$ cat config.mk
export PLATFORM = sky130hd
export DESIGN_NAME = mux_scan_sel_flat
export DESIGN_NICKNAME = d
export VERILOG_FILES = /design/src/rtl/mux_scan_pkg.sv /design/src/rtl/mux_scan_sel_if.sv /design/src/rtl/scan_tick_div.sv /design/src/rtl/mux_scan_sel.sv /design/src/flat_wrapper.sv
export SDC_FILE = /design/constraint.sdc
export NUM_CORES = 1
export LEC_CHECK = 0
export ABC_AREA = 0
export ABC_CLOCK_PERIOD_IN_PS = 1100
export BUFFER_PORTS_ARGS = -buffer_cell sky130_fd_sc_hd__buf_2
export CORE_AREA = 2 2 39 41
export CTS_CLUSTER_SIZE = 10
export DETAILED_ROUTE_END_ITERATION = 10
export DIE_AREA = 0 0 41 43
export GPL_ROUTABILITY_DRIVEN = 0
export PLACE_DENSITY_LB_ADDON = 0.08
export SLEW_MARGIN = 20
export SYNTH_ARGS = -nofsm -noshare
export SYNTH_HDL_FRONTEND = slang
export SYNTH_SLANG_ARGS = --single-unit
$ cat constraint.sdc
create_clock -name CLOCK_50 -period 1.1 [get_ports CLOCK_50]
set_input_delay 0.22 -clock CLOCK_50 [delete_from_list [all_inputs] [get_ports CLOCK_50]]
set_output_delay 0.22 -clock CLOCK_50 [all_outputs]
set_load 0.01 [all_outputs]
$ cat src/rtl/mux_scan_pkg.sv
// mux_scan_pkg: shared types and helpers for the mux_scan_sel block.
//   state_e   - control FSM states (manual select, auto-scan, frozen)
//   sel_width - select width for an N-channel mux, never below one bit
package mux_scan_pkg;

  typedef enum logic [1:0] {
    StManual = 2'd0,
    StScan   = 2'd1,
    StFrozen = 2'd2
  } state_e;

  function automatic int unsigned sel_width(input int unsigned n);
    return (n <= 2) ? 1 : $clog2(n);
  endfunction

endpackage

$ cat src/rtl/mux_scan_sel_if.sv
// mux_scan_sel_if: channel data, control and result signals of mux_scan_sel.
//   data_in  - N channels of W bits, channel k at [k*W +: W]
//   sel      - manual channel select
//   mode     - 0 manual, 1 auto-scan
//   hold     - freeze outputs and scan position
//   data_out - registered selected channel data
//   ch_out   - channel currently driving data_out
//   step     - one-cycle pulse on each scan advance
//   sel_err  - registered flag, manual sel out of range
// master drives the controls (environment side), slave is the mux itself.
interface mux_scan_sel_if #(
  parameter int unsigned W = 2,
  parameter int unsigned N = 4
);
  localparam int unsigned SW = mux_scan_pkg::sel_width(N);

  logic [N*W-1:0] data_in;
  logic [SW-1:0]  sel;
  logic           mode;
  logic           hold;
  logic [W-1:0]   data_out;
  logic [SW-1:0]  ch_out;
  logic           step;
  logic           sel_err;

  modport master (
    output data_in, sel, mode, hold,
    input  data_out, ch_out, step, sel_err
  );

  modport slave (
    input  data_in, sel, mode, hold,
    output data_out, ch_out, step, sel_err
  );
endinterface

$ cat src/rtl/scan_tick_div.sv
// scan_tick_div: scan-rate divider counting 0..SCAN_DIV-1.
//   clk_i  - clock
//   rst_ni - synchronous active-low reset
//   clr_i  - clear count to zero (wins over en_i)
//   en_i   - count enable; a disabled divider holds its count
//   tick_o - high in the enabled cycle the count sits at SCAN_DIV-1 (it wraps on that edge)
module scan_tick_div #(
  parameter int unsigned SCAN_DIV = 50_000_000
) (
  input  logic clk_i,
  input  logic rst_ni,
  input  logic clr_i,
  input  logic en_i,
  output logic tick_o
);
  localparam int unsigned     CW      = $clog2(SCAN_DIV);
  localparam logic [CW-1:0]   LastCnt = CW'(SCAN_DIV - 1);

  logic [CW-1:0] cnt_q, cnt_d;

  assign tick_o = en_i && !clr_i && (cnt_q == LastCnt);

  always_comb begin
    cnt_d = cnt_q;
    if (clr_i) begin
      cnt_d = '0;
    end else if (en_i) begin
      cnt_d = (cnt_q == LastCnt) ? '0 : cnt_q + 1'b1;
    end
  end

  always_ff @(posedge clk_i) begin
    if (!rst_ni) begin
      cnt_q <= '0;
    end else begin
      cnt_q <= cnt_d;
    end
  end
endmodule

$ cat src/rtl/mux_scan_sel.sv
// mux_scan_sel: registered N-way channel mux with manual select, auto-scan and hold.
//   CLOCK_50 - sole clock, rising edge
//   Resetn   - synchronous active-low reset, overrides hold and mode
//   bus      - mux_scan_sel_if slave (data_in, sel, mode, hold in;
//              data_out, ch_out, step, sel_err out)
// Optional feature macro MUX_SCAN_SEL_AUTOSCAN_EN: when defined, mode=1 selects the
// auto-scan state with its divider and step pulse; when undefined, mode is ignored and
// step stays 0.
module mux_scan_sel
  import mux_scan_pkg::*;
#(
  parameter int unsigned W        = 2,
  parameter int unsigned N        = 4,
  parameter int unsigned SCAN_DIV = 50_000_000
) (
  input logic           CLOCK_50,
  input logic           Resetn,
  mux_scan_sel_if.slave bus
);
  localparam int unsigned    SW     = sel_width(N);
  localparam logic [SW:0]    NumCh  = (SW + 1)'(N);
  localparam logic [SW-1:0]  LastCh = SW'(N - 1);

  state_e        state_q, state_d;
  logic [W-1:0]  data_q, data_d;
  logic [SW-1:0] ch_q, ch_d;
  logic          step_q, step_d;
  logic          err_q, err_d;
  logic          sel_ok;

  function automatic logic [W-1:0] pick(input logic [N*W-1:0] din, input logic [SW-1:0] c);
    return din[c*W +: W];
  endfunction

  assign sel_ok = ({1'b0, bus.sel} < NumCh);

`ifdef MUX_SCAN_SEL_AUTOSCAN_EN
  logic          div_clr, div_en, div_tick;
  logic [SW-1:0] sel_clamp, scan_cur, scan_nxt;

  assign sel_clamp = sel_ok ? bus.sel : LastCh;
  // A channel inherited from an out-of-range manual select (via FROZEN) is pulled in range.
  assign scan_cur  = ({1'b0, ch_q} < NumCh) ? ch_q : LastCh;
  assign scan_nxt  = !div_tick ? scan_cur : ((scan_cur == LastCh) ? '0 : scan_cur + 1'b1);

  scan_tick_div #(
    .SCAN_DIV (SCAN_DIV)
  ) u_div (
    .clk_i  (CLOCK_50),
    .rst_ni (Resetn),
    .clr_i  (div_clr),
    .en_i   (div_en),
    .tick_o (div_tick)
  );
`else
  logic unused_mode;
  assign unused_mode = bus.mode;
`endif

  always_comb begin
    state_d = state_q;
    data_d  = data_q;
    ch_d    = ch_q;
    step_d  = 1'b0;
    err_d   = err_q;
`ifdef MUX_SCAN_SEL_AUTOSCAN_EN
    div_clr = 1'b0;
    div_en  = 1'b0;
    if (bus.hold)      state_d = StFrozen;
    else if (bus.mode) state_d = StScan;
    else               state_d = StManual;
`else
    state_d = bus.hold ? StFrozen : StManual;
`endif

    // Actions follow the state being entered this edge.
    unique case (state_d)
      StFrozen: begin
        // everything holds, divider included
      end
      StManual: begin
        ch_d   = bus.sel;
        data_d = sel_ok ? pick(bus.data_in, bus.sel) : '0;
        err_d  = !sel_ok;
`ifdef MUX_SCAN_SEL_AUTOSCAN_EN
        div_clr = 1'b1;
`endif
      end
`ifdef MUX_SCAN_SEL_AUTOSCAN_EN
      StScan: begin
        err_d = 1'b0;
        if (state_q == StManual) begin
          ch_d    = sel_clamp;
          data_d  = pick(bus.data_in, sel_clamp);
          div_clr = 1'b1;
        end else begin
          // Running or resuming from FROZEN: keep the retained count and channel.
          div_en = 1'b1;
          ch_d   = scan_nxt;
          data_d = pick(bus.data_in, scan_nxt);
          step_d = div_tick;
        end
      end
`endif
      default: begin
      end
    endcase
  end

  always_ff @(posedge CLOCK_50) begin
    if (!Resetn) begin
      state_q <= StManual;
      data_q  <= '0;
      ch_q    <= '0;
      step_q  <= 1'b0;
      err_q   <= 1'b0;
    end else begin
      state_q <= state_d;
      data_q  <= data_d;
      ch_q    <= ch_d;
      step_q  <= step_d;
      err_q   <= err_d;
    end
  end

  assign bus.data_out = data_q;
  assign bus.ch_out   = ch_q;
  assign bus.step     = step_q;
  assign bus.sel_err  = err_q;
endmodule

$ cat src/flat_wrapper.sv
// flat-port wrapper written by rule: the top's interface ports become plain ports
module mux_scan_sel_flat import mux_scan_pkg::*;
#(
  parameter int unsigned W        = 2,
  parameter int unsigned N        = 4,
  parameter int unsigned SCAN_DIV = 50_000_000
)
  (CLOCK_50, Resetn, bus_data_in, bus_sel, bus_mode, bus_hold, bus_data_out, bus_ch_out, bus_step, bus_sel_err);
  mux_scan_sel_if #(.W(W), .N(N)) bus_i ();
  input logic CLOCK_50;
  input logic Resetn;
  input wire logic [$bits(bus_i.data_in)-1:0] bus_data_in;
  input wire logic [$bits(bus_i.sel)-1:0] bus_sel;
  input wire logic [$bits(bus_i.mode)-1:0] bus_mode;
  input wire logic [$bits(bus_i.hold)-1:0] bus_hold;
  output wire logic [$bits(bus_i.data_out)-1:0] bus_data_out;
  output wire logic [$bits(bus_i.ch_out)-1:0] bus_ch_out;
  output wire logic [$bits(bus_i.step)-1:0] bus_step;
  output wire logic [$bits(bus_i.sel_err)-1:0] bus_sel_err;
  assign bus_i.data_in = bus_data_in;
  assign bus_i.sel = bus_sel;
  assign bus_i.mode = bus_mode;
  assign bus_i.hold = bus_hold;
  assign bus_data_out = bus_i.data_out;
  assign bus_ch_out = bus_i.ch_out;
  assign bus_step = bus_i.step;
  assign bus_sel_err = bus_i.sel_err;
  mux_scan_sel #(.W(W), .N(N), .SCAN_DIV(SCAN_DIV)) u_core (.CLOCK_50(CLOCK_50), .Resetn(Resetn), .bus(bus_i));
endmodule
==> flow_summary.ini <==
[outcome]
status = finished clean

[detailed_routing]
firstDrtPassIters = 1
via_per_inst = 3.84
ant_nets = 0
drtIter0Drc = 0
route.detailed.drc = 0
drt-total-wl_um = 561
vias = 219
wire_per_inst_um = 9.84

[grt]
grt_util_all_layers_pct = 7.23
grt_pass1_wl_um = 779
gr-total-overflow = 0
grt_pass1_vias = 201
grt_max_degree = 6
antenna_found_initial = 0

[finish]
multi_input_area_um2 = 130
layout.nets = 57
diodes = 0
synthToLayoutAreaGrowth_pct = 54.4
drive_above_1_share_pct = 53.7
fillers = 167
seq_area_um2 = 80.1

[logic_synthesis]
yosysUniqueCellTypes = 11
synth_edf_count = 0
syn_inst = 22
synth_top_area_share_pct = 35.6
synth_ff_type = dfxtp_1
ys_seq_area_share_pct = 35.6
async_flop_share_pct = 0
synth_area_um2 = 225
synth_top_cells_by_count = 6 x mux2i_1, 4 x dfxtp_1, 2 x buf_4, 2 x nand3_1, 2 x nor2b_1
yosysMostFrequentCell = mux2i_1
avgSynthCellArea_um2 = 10.2
ys_seq_elements = 4
synthTopCellsByArea = dfxtp_1 36%, mux2i_1 27%, buf_4 6.7%, o221ai_2 6.7%, nor2b_1 5.6%
synth_largest_area_cell = dfxtp_1
synth_warnings = 0

[power]
p_per_area_mw_per_mm2 = 1220
p_leak_nw = 0.180
ir_drop_v = 0.000336

[worst_setup_path]
critPathKind = reg2out
timing.rr.start = u_core.bus.ch_out[1]
cp_max_fo = 2
worstPathArrival_ns = 0.68
startpoint = u_core.bus.ch_out[1]
endpoint_kind = output port
worstSetupPathDepth = 1
worst_ep_required_time_ns = 0.88
reg2regPathDepth = 2
slowest_stage = dfxtp_1
cpPeakStageDelay_ns = 0.32
cp-start-kind = register
crit_buf_inv = 1
crit_path_cell_trace = buf_2
cp_top_family = flip-flops

[placed_design]
numPortBuffers = 16

[cts]
clk_pin_slew_worst_paths_ns = 0.04
ctsResizeCount = 0
post-cts-setup-buffers = 0
h-tree-depth = 1
clock-root-buffer = clkbuf_4
cts_hold_buf = 0
cts_buffers = 3
cts_tree = built
clock_latency_ns = 0.23
cts_max_path_buffers = 2
cts.sinks = 4

[die]
num_rows = 14
start_util_pct = 16.3
num_io_pins = 20
dieArea_mm2 = 0.00176
core_mm2 = 0.00138
die_w_um = 41
die_h_um = 43

[sta]
max_freq_ghz = 1.11
hold_viol = 0
setup_tns_ns = 0
period_share_pct = 81.9
rsz0062_at_grt = no
slew_viol_final = 0
period_needed_ns = 0.900
clock_skew_ns = 0
fin_hold_ws_ns = 0.274
setup_viol_count_final = 0

[min_path]
hold_depth = 3
hp-start = bus_sel[0]
hold_class = in2reg

[flow_run]
drv_cap = 0
==> layer usage <==
metal	share of wire, %	vias to the layer above	global-route usage, %
met5	0	-	0
met1	39	93	8.04
met3	10	0	1.57
met4	0	0	10.0
met2	50	10	9.06
li1	-	116	-
==> cell type report <==
| type | count | area share, % |
|---|---|---|
| timing repair buffer | 18 | 27.3 |
| sequential | 4 | 23.0 |
| multi-input combinational | 16 | 37.4 |
| tap | 16 | 5.76 |
| clock buffer | 3 | 6.47 |
==> cell usage in the layout, fill, tap and decap left out <==
| cell type | instances |
|---|---|
| buf_4 | 2 |
| o221ai_2 | 1 |
| mux2i_1 | 6 |
| nand3_1 | 2 |
| o221ai_1 | 1 |
| clkbuf_4 | 3 |
| nand3b_1 | 1 |
| or3b_1 | 1 |
| buf_2 | 16 |
| dfxtp_1 | 4 |
| nor2b_1 | 2 |
| conb_1 | 2 |
==> flip-flops by register name, summed over array words and instances (netlist names) <==
name                 cells
u_core.bus.ch_out        2
u_core.bus.data_out      2
==> power breakdown <==
group | internal [mW] | switching, mW | leakage (nW) | total [mW]
combinational | 0.0444 | 0.0371 | 0.134 | 0.0815
clock | 0.122 | 0.0604 | 0.0138 | 0.182
sequential | 0.156 | 0.00443 | 0.0330 | 0.160
total | 0.322 | 0.102 | 0.180 | 0.424
==> path summary, 6_finish.rpt <==
kind,endpoint,slack (ns)
setup / recovery,bus_ch_out[1],0.20
hold / removal,u_core.bus.ch_out[0],0.27
setup reg to reg,u_core.bus.ch_out[1],0.51
hold reg to reg,u_core.bus.data_out[1],0.48
==> logic make-up (layout without fill, tap and decap cells) <==
| logic type | count (synthesis) | in the layout | synth area share (%) |
|---|---|---|---|
| flops | 4 | 4 | 35.6 |
| simple gates | 6 | 6 | 17.2 |
| buf+inv | 3 | 21 | 8.33 |
| other cells | 1 | 2 | 1.67 |
| compound gates | 2 | 2 | 10.6 |
| mux | 6 | 6 | 26.7 |
==> metrics by stage <==
stage          util [%]  total power, mW  cells  cell area, um^2  setup slack, ns
6_report           25.1            0.424     57              348            0.200
3_5_place_dp       23.5            0.246     54              325            0.105
2_1_floorplan         -            0.207     23              229            0.177
4_1_cts            25.1            0.439     57              348            0.182
3_3_place_gp       23.5            0.245     54              325            0.114
5_1_grt            25.1            0.455     57              348            0.158
==> worst min-delay path, cell delays in order <==
cell	delay, ns
buf_2	0.09
mux2i_1	0.06
nor2b_1	0.10
No activity file was read; power rests on OpenSTA's default activity.
